File: src/rtl/cpu_pkg.sv
// Shared types and constants for the CPU front end.
// Holds the fetch FSM states, reset defaults and the instruction field positions.
package cpu_pkg;

  typedef enum logic [1:0] {
    FETCH = 2'd0,
    HOLD  = 2'd1,
    ERROR = 2'd2
  } fetch_state_t;

  localparam logic [31:0] RESET_PC_DEFAULT = 32'h0000_0000;
  localparam int unsigned TIMEOUT_DEFAULT  = 16;

  localparam int COND_MSB  = 31;
  localparam int COND_LSB  = 28;
  localparam int OP_MSB    = 27;
  localparam int OP_LSB    = 26;
  localparam int FUNCT_MSB = 25;
  localparam int FUNCT_LSB = 20;

endpackage

File: src/rtl/pc_register.sv
// Program counter register: 32 bits, load enable, asynchronous
// active-low reset to RESET_PC.
module pc_register
  import cpu_pkg::*;
#(
  parameter logic [31:0] RESET_PC = RESET_PC_DEFAULT
) (
  input  logic        clk,
  input  logic        rst,
  input  logic        en,
  input  logic [31:0] d,
  output logic [31:0] q
);

  // NOTE: sequential state uses non-blocking assignments so every flop
  // samples pre-edge values regardless of process ordering.
  always_ff @(posedge clk or negedge rst) begin
    if (!rst)    q <= RESET_PC;
    else if (en) q <= d;
  end

endmodule

File: src/rtl/instr_fetch.sv
// Instruction fetch stage: requests a word at PC, latches it, holds it until
// consumed, then advances PC sequentially or to a branch target.
module instr_fetch
  import cpu_pkg::*;
#(
  parameter logic [31:0] RESET_PC = RESET_PC_DEFAULT,
  parameter int unsigned TIMEOUT  = TIMEOUT_DEFAULT
) (
  input  logic        clk,
  input  logic        rst,
  input  logic        stall,
  input  logic        PCSrc,
  input  logic [31:0] BranchTarget,
  output logic        imem_req,
  output logic [31:0] imem_addr,
  input  logic [31:0] imem_rdata,
  input  logic        imem_ack,
  output logic [31:0] Instr,
  output logic [3:0]  Cond,
  output logic [1:0]  Op,
  output logic [5:0]  Funct,
  output logic        InstrValid,
  output logic [31:0] PCPlus8,
  output logic        fetch_err
);

  localparam int CW = (TIMEOUT > 1) ? $clog2(TIMEOUT) : 1;
  localparam logic [CW-1:0] CNT_LAST = CW'(TIMEOUT - 1);

  fetch_state_t  state, next_state;
  logic          started;
  logic [CW-1:0] timeout_cnt;
  logic [31:0]   pc, pc_next;
  logic          consume;
  logic          fetch_active;
  logic          unused_bt;

  // The request stays low until the first edge after reset release.
  assign fetch_active = (state == FETCH) && started;
  assign unused_bt    = ^BranchTarget[1:0];

  assign pc_next   = PCSrc ? {BranchTarget[31:2], 2'b00} : pc + 32'd4;
  assign imem_addr = pc;
  assign PCPlus8   = pc + 32'd8;

  assign Cond  = Instr[COND_MSB:COND_LSB];
  assign Op    = Instr[OP_MSB:OP_LSB];
  assign Funct = Instr[FUNCT_MSB:FUNCT_LSB];

  pc_register #(.RESET_PC(RESET_PC)) u_pc (
    .clk (clk),
    .rst (rst),
    .en  (consume),
    .d   (pc_next),
    .q   (pc)
  );

  always_ff @(posedge clk or negedge rst) begin
    if (!rst) begin
      state   <= FETCH;
      started <= 1'b0;
    end else begin
      state   <= next_state;
      started <= 1'b1;
    end
  end

  // NOTE: every output of this block gets a default first, so no path
  // through the case statement can infer a latch.
  always_comb begin
    next_state = state;
    imem_req   = 1'b0;
    InstrValid = 1'b0;
    fetch_err  = 1'b0;
    consume    = 1'b0;
    unique case (state)
      FETCH: begin
        imem_req = started;
        if (started) begin
          // An ack in the final allowed cycle still wins over the timeout.
          if (imem_ack)                     next_state = HOLD;
          else if (timeout_cnt == CNT_LAST) next_state = ERROR;
        end
      end
      HOLD: begin
        InstrValid = 1'b1;
        if (!stall) begin
          consume    = 1'b1;
          next_state = FETCH;
        end
      end
      ERROR: fetch_err = 1'b1;
      default: next_state = ERROR;
    endcase
  end

  // Counter is zero whenever outside a waiting FETCH, so entry always clears it.
  always_ff @(posedge clk or negedge rst) begin
    if (!rst)                           timeout_cnt <= '0;
    else if (fetch_active && !imem_ack) timeout_cnt <= timeout_cnt + 1'b1;
    else                                timeout_cnt <= '0;
  end

  always_ff @(posedge clk or negedge rst) begin
    if (!rst)                          Instr <= '0;
    else if (fetch_active && imem_ack) Instr <= imem_rdata;
  end

endmodule

File: config.mk
export PLATFORM = sky130hd
export DESIGN_NAME = instr_fetch
export DESIGN_NICKNAME = d
export VERILOG_FILES = /design/src/rtl/cpu_pkg.sv /design/src/rtl/pc_register.sv /design/src/rtl/instr_fetch.sv
export SDC_FILE = /design/constraint.sdc
export NUM_CORES = 1
export LEC_CHECK = 0
export CORE_ASPECT_RATIO = 1.4
export CORE_MARGIN = 2
export CORE_UTILIZATION = 30
export DETAILED_ROUTE_END_ITERATION = 10
export PLACE_DENSITY = 0.57
export SYNTH_ARGS = -nofsm -noshare
export SYNTH_HDL_FRONTEND = slang
export SYNTH_HIERARCHICAL = 1
export SYNTH_SLANG_ARGS = --single-unit
File: constraint.sdc
create_clock -name clk -period 3.8 [get_ports clk]
set_input_delay 1.14 -clock clk [delete_from_list [all_inputs] [get_ports clk]]
set_output_delay 1.14 -clock clk [all_outputs]
set_load 0.005 [all_outputs]
==> reports/metrics.csv, run 1 <==
stage;metric;value;unit
cells_and_area;drive_above_1_share;20.5;%
floorplanning;core;14900;µm²
timing;setup_tns;0;ns
critical_path;crit_path_end_kind;primary output;
logic_synthesis;synth_ff_type;dfrtp_1;
timing;timing_hold_violations_final;0;
logic_synthesis;seq_area_frac_synth;39.4;%
timing;fin_skew;0.00734;ns
floorplanning;row_count;53;
place;gp_congestion;0.784;
place;io_buffers;177;
logic_synthesis;synth.top_cell.area_share;39.4;%
route;drt_wl_total;13300;µm
logic_synthesis;ys_ff_latch;71;
global_route;grt-ovfl-total;0;
global_route;grt_pass1_wl;20400;µm
global_route;grt_max_degree;72;
timing;slew_headroom;37.9;%
logic_synthesis;netlist_instances;422;
floorplanning;initial_utilization;30.4;%
clock_network;clock-sinks;71;
clock_network;cts_buffer_depth;2;
floorplanning;die_h;149;µm
route;drc_errors;0;
run_status;status;finished, final reports clean;
critical_path;crit_fanout;5;
logic_synthesis;syn_nets;494;
power;leakagePower;0.00265;µW
logic_synthesis;avgSynthCellArea;10.7;µm²
route;dr_total_vias;3829;
power;ir_worst_vdd;0.000349;V
hold_path;min_path_type;flip-flop to flip-flop;
critical_path;cp.required;2.66;ns
timing;min_period_over_period;96.4;%
floorplanning;die_w;108;µm
clock_network;cts_tree;built;
clock_network;clock_latency;0.33;ns
run;drv_cap;0;
logic_synthesis;syn_area;4510;µm²
power;power_density;616;nW/µm²
cells_and_area;antenna_cells;0;
route;post_drt_wl_per_cell;16.9;µm
route;drt-vias-per-instance;4.89;
timing;max_freq;273;MHz
cells_and_area;utilization;44.9;%
route;ant_nets;0;
clock_network;cts-root-buf;clkbuf_16;
critical_path;arrival;2.52;ns
clock_network;h-tree-depth;3;
floorplanning;dieArea;16000;µm²
timing;rsz0062_at_grt;no;
critical_path;criticalPathCategory;flip-flop to primary output;
global_route;grt_use_total;16.4;%
timing;min_period;3.66;ns
cells_and_area;syn2layout_area_growth;47.9;%
logic_synthesis;synthDistinctLibCells;45;
logic_synthesis;synth-edff-count;0;
clock_network;clk_pin_slew_worst_paths;0.06;ns
place;place_hpwl;9730;µm
logic_synthesis;ys_top_cells_by_area;dfrtp_1, mux2_4, mux2_2, xnor2_1, nand2_1;
clock_network;numCtsBuffers;9;
cells_and_area;fin_nets;658;
floorplanning;io_pins;180;
timing;setup_viol;0;
logic_synthesis;synth_top_area_cell;dfrtp_1;
timing;worstMarginPinSlew;0.931;ns
global_route;grt_pass1_vias;3825;
logic_synthesis;ys_warn_count;6;
global_route;antenna_found_initial;0;
route;drt_pass1_iterations;5;
route;drt-initial-drc-count;165;
logic_synthesis;synthArstFlopShare;100;%
critical_path;critPathLaunchType;flip-flop;
timing;slew_viol_final;0;
[Yosys cell counts, types with 12 or more instances]
| master | count |
|---|---|
| o21ai_0 | 15 |
| clkbuf_1 | 13 |
| dfrtp_1 | 71 |
| nand4_1 | 12 |
| xor2_1 | 12 |
| nand2_1 | 35 |
| nor2_1 | 22 |
| mux2_2 | 37 |
| nand3_1 | 25 |
| buf_4 | 17 |
| mux2_4 | 30 |
| xnor2_1 | 31 |
[report_power, final]
part / switching (µW) / total, µW / leakage [µW] / internal (µW)
registers: 348 / 1330 / 0.000853 / 979
clock network: 322 / 865 / 0.000152 / 542
logic: 655 / 1920 / 0.00164 / 1260
[final timing paths]
check / slack [ns] / cells past startpoint / from / endpoint
max in group asynchronous: 2.19 / 1 / rst / u_pc/q[5]$_DFFE_PN0P_
worst max-delay path: 0.14 / 6 / u_pc/q[4]$_DFFE_PN0P_ / PCPlus8[21]
worst max register to register: 1.15 / 6 / u_pc/q[2]$_DFFE_PN0P_ / u_pc/q[30]$_DFFE_PN0P_
worst min register to register: 0.46 / 1 / timeout_cnt[0]$_DFF_PN0_ / timeout_cnt[0]$_DFF_PN0_
worst min-delay path: 0.46 / 1 / timeout_cnt[0]$_DFF_PN0_ / timeout_cnt[0]$_DFF_PN0_
min in group asynchronous: 0.95 / 1 / rst / Instr[22]$_DFFE_PN0P_
[state kept, by name, summed over array words and instances (netlist names)]
register and flops:
timeout_cnt 4, u_pc/q 32, state 2, Instr 32, started 1
[stage by stage]
stage          total power, µW  setup WS, ns  hold slack, ns  instance area, µm²  std cells
4_1_cts                   4120        0.0360           0.461                6600        778
2_1_floorplan             2190         0.887           0.433                4510        422
3_5_place_dp              3210         0.306           0.453                6290        762
6_report                  4110         0.137           0.457                6670        783
3_3_place_gp              3200         0.298           0.446                6290        762
5_1_grt                   4390        0.0123           0.481                6670        783
[cell families after synthesis]
| group | synth area share (%) |
|---|---|
| mux | 19.2 |
| simple gates | 17.6 |
| fa+ha+maj | 0.832 |
| other cells | 0.0832 |
| flops | 39.4 |
| xor+xnor | 8.35 |
| buf+inv | 9.07 |
| compound gates | 5.38 |
[critical path: stages, from the launching register on]
cell	delay (ns)
dfrtp_2	0.40
ha_2	0.24
nand3_1	0.14
or3_4	0.38
or3_1	0.38
xnor2_1	0.14
clkdlybuf4s50_1	0.51
[layer usage]
| metal | global-route usage [%] | vias up | share of wire, % |
|---|---|---|---|
| li1 | - | 1813 | - |
| met1 | 18.3 | 1833 | 39 |
| met2 | 28.9 | 173 | 50 |
| met3 | 5.59 | 10 | 9.1 |
| met4 | 5.19 | 0 | 1.2 |
| met5 | 0 | - | 0 |
[timing repair]
action | CTS | global route
gates resized for setup | 3 | 7
buffers inserted | 0 | 5
pin swaps | 0 | 0
setup endpoints to repair | 2 | 6
hold buffers | 0 | 0
[placed cells by master, fill, tap and decap left out, drive strengths merged, types with 6 or more instances in the layout]
master / instances
a31oi: 9
and4: 6
buf: 24
clkbuf: 11
clkdlybuf4s50: 175
dfrtp: 71
inv: 6
mux2: 67
nand2: 35
nand3: 25
nand4: 14
nor2: 22
nor4: 6
o21ai: 15
o31ai: 6
or4: 11
xnor2: 31
xor2: 12
[area by class of cell]
type                            instances  area [µm²]
Fill cell                            1432        8190
Multi-Input combinational cell        298        2360
Timing Repair Buffer                  200        1960
Sequential cell                        71        1780
Clock buffer                           11         253
Tap cell                              192         240
Clock inverter                          5        56.3
Inverter                                6        22.5
(Power assumes the default switching activity.)
==> run 2: changes to the inputs <==
- CORE_UTILIZATION: 30 -> 48
- PLACE_DENSITY: 0.57 -> 0.85
==> reports/metrics.csv, run 2 (synthesis gave the netlist of run 1 again) <==
stage;metric;value;unit
run_status;status;finished, final reports clean;
critical_path;path_cells;ha_2, nand3_1, or3_4, or3_1, xnor2_1, clkdlybuf4s50_1;
cells_and_area;final_common_cell;clkdlybuf4s50_1;
hold_path;min_path_type;flip-flop to flip-flop;
global_route;grt_pass1_wl;19900;µm
critical_path;criticalPathCategory;flip-flop to primary output;
route;drc_errors;0;
cells_and_area;fin_nets;649;
critical_path;max_stage_delay;0.52;ns
floorplanning;die_h;119;µm
floorplanning;die_w;85.9;µm
critical_path;crit_slowest_cell;clkdlybuf4s50_1;
clock_network;cts-root-buf;clkbuf_16;
timing;slew_headroom;33.1;%
global_route;grt_pass1_vias;3844;
clock_network;clock-sinks;71;
global_route;use_met2;42.4;%
cells_and_area;final_cell_mix;clkdlybuf4s50_1, dfrtp_1, mux2_2;
cells_and_area;top_regs;Instr: 32 flops, u_pc/q: 32 flops, timeout_cnt: 4 flops;
clock_network;numCtsBuffers;9;
clock_network;clock_latency;0.34;ns
power;leakagePower;0.00259;µW
critical_path;cp.required;2.66;ns
run;drv_cap;0;
floorplanning;row_count;41;
timing;rsz0062_at_grt;no;
global_route;grt_max_degree;49;
floorplanning;initial_utilization;49.7;%
route;drt_wl_total;12600;µm
timing;setup_viol;0;
global_route;antenna_found_initial;0;
route;post_drt_wl_per_cell;18.3;µm
route;drt-vias-per-instance;5.62;
critical_path;arrival;2.56;ns
critical_path;crit_fanout;6;
cells_and_area;fillCellCount;649;
power;p_total;4110;µW
route;drt-initial-drc-count;195;
clock_network;cts_tree;built;
timing;setup_tns;0;ns
place;gp_congestion;0.815;
timing;max_freq;270;MHz
place;io_buffers;177;
cells_and_area;antenna_cells;0;
place;place_hpwl;9400;µm
place;placed_cells;672;
floorplanning;io_pins;180;
timing;fin_skew;0.0106;ns
route;dr_total_vias;3871;
global_route;grt-ovfl-total;0;
cells_and_area;syn2layout_area_growth;44.0;%
clock_network;cts_buffer_depth;2;
route;drt_pass1_iterations;4;
timing;min_period_over_period;97.4;%
cells_and_area;final_cells;689;
timing;slew_viol_final;0;
clock_network;clk_pin_slew_worst_paths;0.06;ns
power;ir_worst_vdd;0.000572;V
clock_network;h-tree-depth;3;
global_route;grtUsageMet1;29.4;%
cells_and_area;drive_above_1_share;19.4;%
route;ant_nets;0;
global_route;grt-busiest-layer;met2;
floorplanning;core;9080;µm²
timing;timing_hold_violations_final;0;
floorplanning;dieArea;10200;µm²
power;power_density;633;nW/µm²
global_route;grt_use_total;24.7;%
timing;min_period;3.70;ns
critical_path;crit_path_end_kind;primary output;
timing;worstMarginPinSlew;1.00;ns
critical_path;critPathLaunchType;flip-flop;
clock_network;cts_hold_buf;0;
global_route;grtUsageMet3;7.19;%
run 2: changes by cell type in the layout (fill, tap and decap cells not counted):
cell       before  now
bufinv_16       1    2
xnor2_1        30   31
buf_2           0    1
clkbuf_1        0    1
dfrtp_2         4    6
buf_4          23   14
buf_12          1    0
xnor2_2         1    0
clkinv_2        2    1
nor3_2          0    1
nor3_1          4    3
clkbuf_8        2    1
dfrtp_1        67   65
run 2: per-layer routing:
layer | wire [µm] | vias up
met3 | 1230 | 24
met2 | 6350 | 211
met5 | 0 | -
met4 | 250 | 0
met1 | 4750 | 1839
li1 | - | 1797
run 2: stage by stage:
stage / cell area, µm² / worst slack (ns) / hold WS, ns / util [%]
4_1_cts: 6460 / 0.0227 / 0.466 / 71.1
2_1_floorplan: 4510 / 0.887 / 0.433 / -
3_5_place_dp: 6130 / 0.353 / 0.458 / 67.5
6_report: 6490 / 0.101 / 0.473 / 71.5
3_3_place_gp: 6130 / 0.378 / 0.446 / 67.5
5_1_grt: 6490 / 0.000970 / 0.511 / 71.5
run 2: critical path: cells and delay by family, from the launching register on:
kind	cells	cell delay, ns
fa+ha+maj	1	0.25
simple gates	3	0.86
flops	1	0.44
xor+xnor	1	0.15
buf+inv	1	0.52
run 2: path summary, 6_finish.rpt:
path                                          startpoint                  endpoint  slack (ns)  cells after the start
worst max-delay path               u_pc/q[4]$_DFFE_PN0P_               PCPlus8[21]        0.10                      6
worst min-delay path            timeout_cnt[0]$_DFF_PN0_  timeout_cnt[0]$_DFF_PN0_        0.47                      1
worst max register to register     u_pc/q[4]$_DFFE_PN0P_    u_pc/q[31]$_DFFE_PN0P_        1.24                      6
worst min register to register  timeout_cnt[0]$_DFF_PN0_  timeout_cnt[0]$_DFF_PN0_        0.47                      1
max in group asynchronous                            rst     u_pc/q[3]$_DFFE_PN0P_        2.04                      2
min in group asynchronous                            rst      Instr[7]$_DFFE_PN0P_        0.97                      1
run 2: cell type report:
type | instances | area [µm²] | area share (%)
Inverter | 6 | 22.5 | 0.347
Multi-Input combinational cell | 298 | 2350 | 36.3
Sequential cell | 71 | 1780 | 27.5
Clock buffer | 11 | 243 | 3.74
Clock inverter | 5 | 81.3 | 1.25
Tap cell | 107 | 134 | 2.06
Timing Repair Buffer | 191 | 1870 | 28.9
run 2: repair_timing:
item	in CTS	in global routing
setup endpoints to repair	2	9
setup buffers	0	1
hold endpoints to repair	0	0
gates resized for setup	2	10
run 2: where the power goes:
group / switching (µW) / internal [µW]
Sequential: 398 / 981
Clock: 329 / 593
Combinational: 601 / 1210
==> run 3: changes to the inputs <==
- ABC_CLOCK_PERIOD_IN_PS: default -> 3800
- CORE_UTILIZATION: 48 -> 47
- SYNTH_HIERARCHICAL: 1 -> default
==> reports/metrics.csv, run 3 <==
stage;metric;value;unit
run_status;status;finished, final reports clean;
power;comb_power_share;38.0;%
clock_network;cts_buffer_depth;2;
place;placed_cells;694;
cells_and_area;final_common_cell;clkdlybuf4s50_1;
cells_and_area;antenna_cells;0;
timing;slew_headroom;49.6;%
timing;rsz0062_at_grt;no;
place;io_buffers;173;
floorplanning;core;8930;µm²
run;drv_cap;0;
cells_and_area;drive_above_1_share;13.4;%
logic_synthesis;synthDistinctLibCells;62;
route;dr_total_vias;4190;
cells_and_area;regMostFlops;Instr;
clock_network;numCtsBuffers;9;
floorplanning;initial_utilization;47.6;%
timing;max_freq;274;MHz
clock_network;h-tree-depth;3;
power;p_int;2060;µW
power;switching_share;31.8;%
timing;timing_hold_violations_final;0;
clock_network;cts_tree;built;
timing;setup_tns;0;ns
route;drt-initial-drc-count;239;
floorplanning;dieArea;9830;µm²
clock_network;cts-root-buf;clkbuf_16;
logic_synthesis;synth_ff_type;dfrtp_1;
place;place_hpwl;9530;µm
cells_and_area;top_regs;Instr: 32 flops, u_pc.q: 30 flops, timeout_cnt: 4 flops;
hold_path;hold_depth;1;
logic_synthesis;ys_ff_latch;69;
global_route;grt_use_total;25.9;%
logic_synthesis;ys_top_cells_by_area;dfrtp_1, mux2_2, xnor2_1, buf_4, o21ai_0;
critical_path;crit_fanout;7;
route;drt_wl_total;12900;µm
global_route;grt_pass1_vias;4271;
cells_and_area;final_cells;711;
route;ant_nets;0;
hold_path;min_path_type;flip-flop to flip-flop;
critical_path;criticalPathCategory;flip-flop to primary output;
logic_synthesis;syn_area;4250;µm²
place;gp_congestion;0.891;
logic_synthesis;ys_warn_count;0;
cells_and_area;syn2layout_area_growth;47.4;%
power;power_density;481;nW/µm²
cells_and_area;stdcell_area;6260;µm²
timing;setup_viol;0;
place;placed_cell_area;5970;µm²
power;p_sw;958;µW
logic_synthesis;avgSynthCellArea;9.55;µm²
clock_network;clock-sinks;69;
route;drc_errors;0;
logic_synthesis;synth.top_cell.area_share;40.6;%
logic_synthesis;synth_top_area_cell;dfrtp_1;
power;clock_power_share;25.2;%
logic_synthesis;synth-edff-count;0;
global_route;grt_max_degree;40;
timing;min_period;3.66;ns
logic_synthesis;synth_common_cells;dfrtp_1, mux2_2, nor2_1;
power;p_seq_share;36.9;%
global_route;grt_pass1_wl;20300;µm
critical_path;reg2reg_depth;5;
floorplanning;die_w;84.4;µm
critical_path;crit_path_end_kind;primary output;
global_route;antenna_found_initial;0;
route;post_drt_wl_per_cell;18.2;µm
critical_path;cp.required;2.66;ns
timing;fin_skew;0.00465;ns
floorplanning;die_h;117;µm
clock_network;clock_latency;0.33;ns
timing;worstMarginPinSlew;0.752;ns
timing;min_period_over_period;96.2;%
timing;slew_viol_final;0;
logic_synthesis;yosysMostFrequentCell;dfrtp_1;
cells_and_area;largest_reg_flops;32;
route;drt-vias-per-instance;5.89;
cells_and_area;utilization;70.2;%
floorplanning;row_count;41;
floorplanning;io_pins;180;
logic_synthesis;netlist_instances;445;
logic_synthesis;synthArstFlopShare;100;%
cells_and_area;final_cell_mix;clkdlybuf4s50_1, dfrtp_1, mux2_2;
clock_network;clk_pin_slew_worst_paths;0.06;ns
critical_path;critPathLaunchType;flip-flop;
power;ir_worst_vdd;0.000295;V
critical_path;arrival;2.52;ns
logic_synthesis;seq_area_frac_synth;40.6;%
global_route;grt-ovfl-total;0;
cells_and_area;fin_nets;672;
power;leakagePower;0.00247;µW
route;drt_pass1_iterations;6;
power;p_total;3010;µW
## run 3: power groups by stage
stage	combinational [µW]	sequential [µW]	clock, µW
after floorplan	532	1040	0
after global placement	1110	1100	0
after detailed placement	1140	1110	0
after CTS	1140	1100	775
after global routing	1230	1140	807
final	1140	1110	759
## run 3: layer usage
metal	GRT usage, %	up-vias	share of wire [%]
li1	-	1921	-
met1	28.9	1987	38
met2	46.6	246	52
met3	5.02	36	7.1
met4	14.4	0	3.6
met5	0	-	0
## run 3: worst max-delay path, stage by stage (launching register included)
cell and delay (ns):
dfrtp_1 0.50, nand3_1 0.28, nor4_4 0.47, and3_1 0.27, xor2_1 0.16, clkdlybuf4s50_1 0.52
## run 3: final timing paths
check	startpoint	end	slack, ns
max	u_pc.q[5]$_DFFE_PN0N_	PCPlus8[27]	0.14
min	timeout_cnt[0]$_DFF_PN0_	timeout_cnt[0]$_DFF_PN0_	0.47
max reg2reg	u_pc.q[2]$_DFFE_PN0N_	u_pc.q[14]$_DFFE_PN0N_	1.39
min reg2reg	timeout_cnt[0]$_DFF_PN0_	timeout_cnt[0]$_DFF_PN0_	0.47
max in group asynchronous	rst	Instr[16]$_DFFE_PN0P_	2.29
min in group asynchronous	rst	u_pc.q[5]$_DFFE_PN0N_	0.76
## run 3: repair_timing
action                                  4_1_cts  5_1_grt
buffers inserted                              0        1
gates resized for setup                       0        5
hold buffers                                  0        0
hold endpoints to repair                      0        0
endpoints found under the setup margin        0        7
## run 3: layout make-up
type | instances | area, µm²
clock buffers | 13 | 250
repair buffers | 192 | 1870
multi-input cells | 316 | 2220
well taps | 107 | 134
inverters | 11 | 41.3
clock inverters | 3 | 21.3
flip-flops and latches | 69 | 1730
fillers | 674 | 2660
## run 3: cell families (layout without fill, tap and decap cells)
| family | count (synthesis) | count (layout) | share of synthesized area (%) |
|---|---|---|---|
| buf+inv | 63 | 219 | 7.92 |
| compound gates | 82 | 82 | 13.2 |
| xor+xnor | 29 | 29 | 5.98 |
| flops | 69 | 69 | 40.6 |
| fa+ha+maj | 4 | 4 | 1.18 |
| simple gates | 163 | 163 | 22.2 |
| mux | 33 | 33 | 8.71 |
| other cells | 2 | 5 | 0.177 |
## run 3: through the flow
step	setup slack, ns	hold WS [ns]
floorplan	1.02	0.433
global placement	0.457	0.444
detailed placement	0.409	0.466
CTS	0.0515	0.473
global route	0.0564	0.507
finish	0.145	0.471
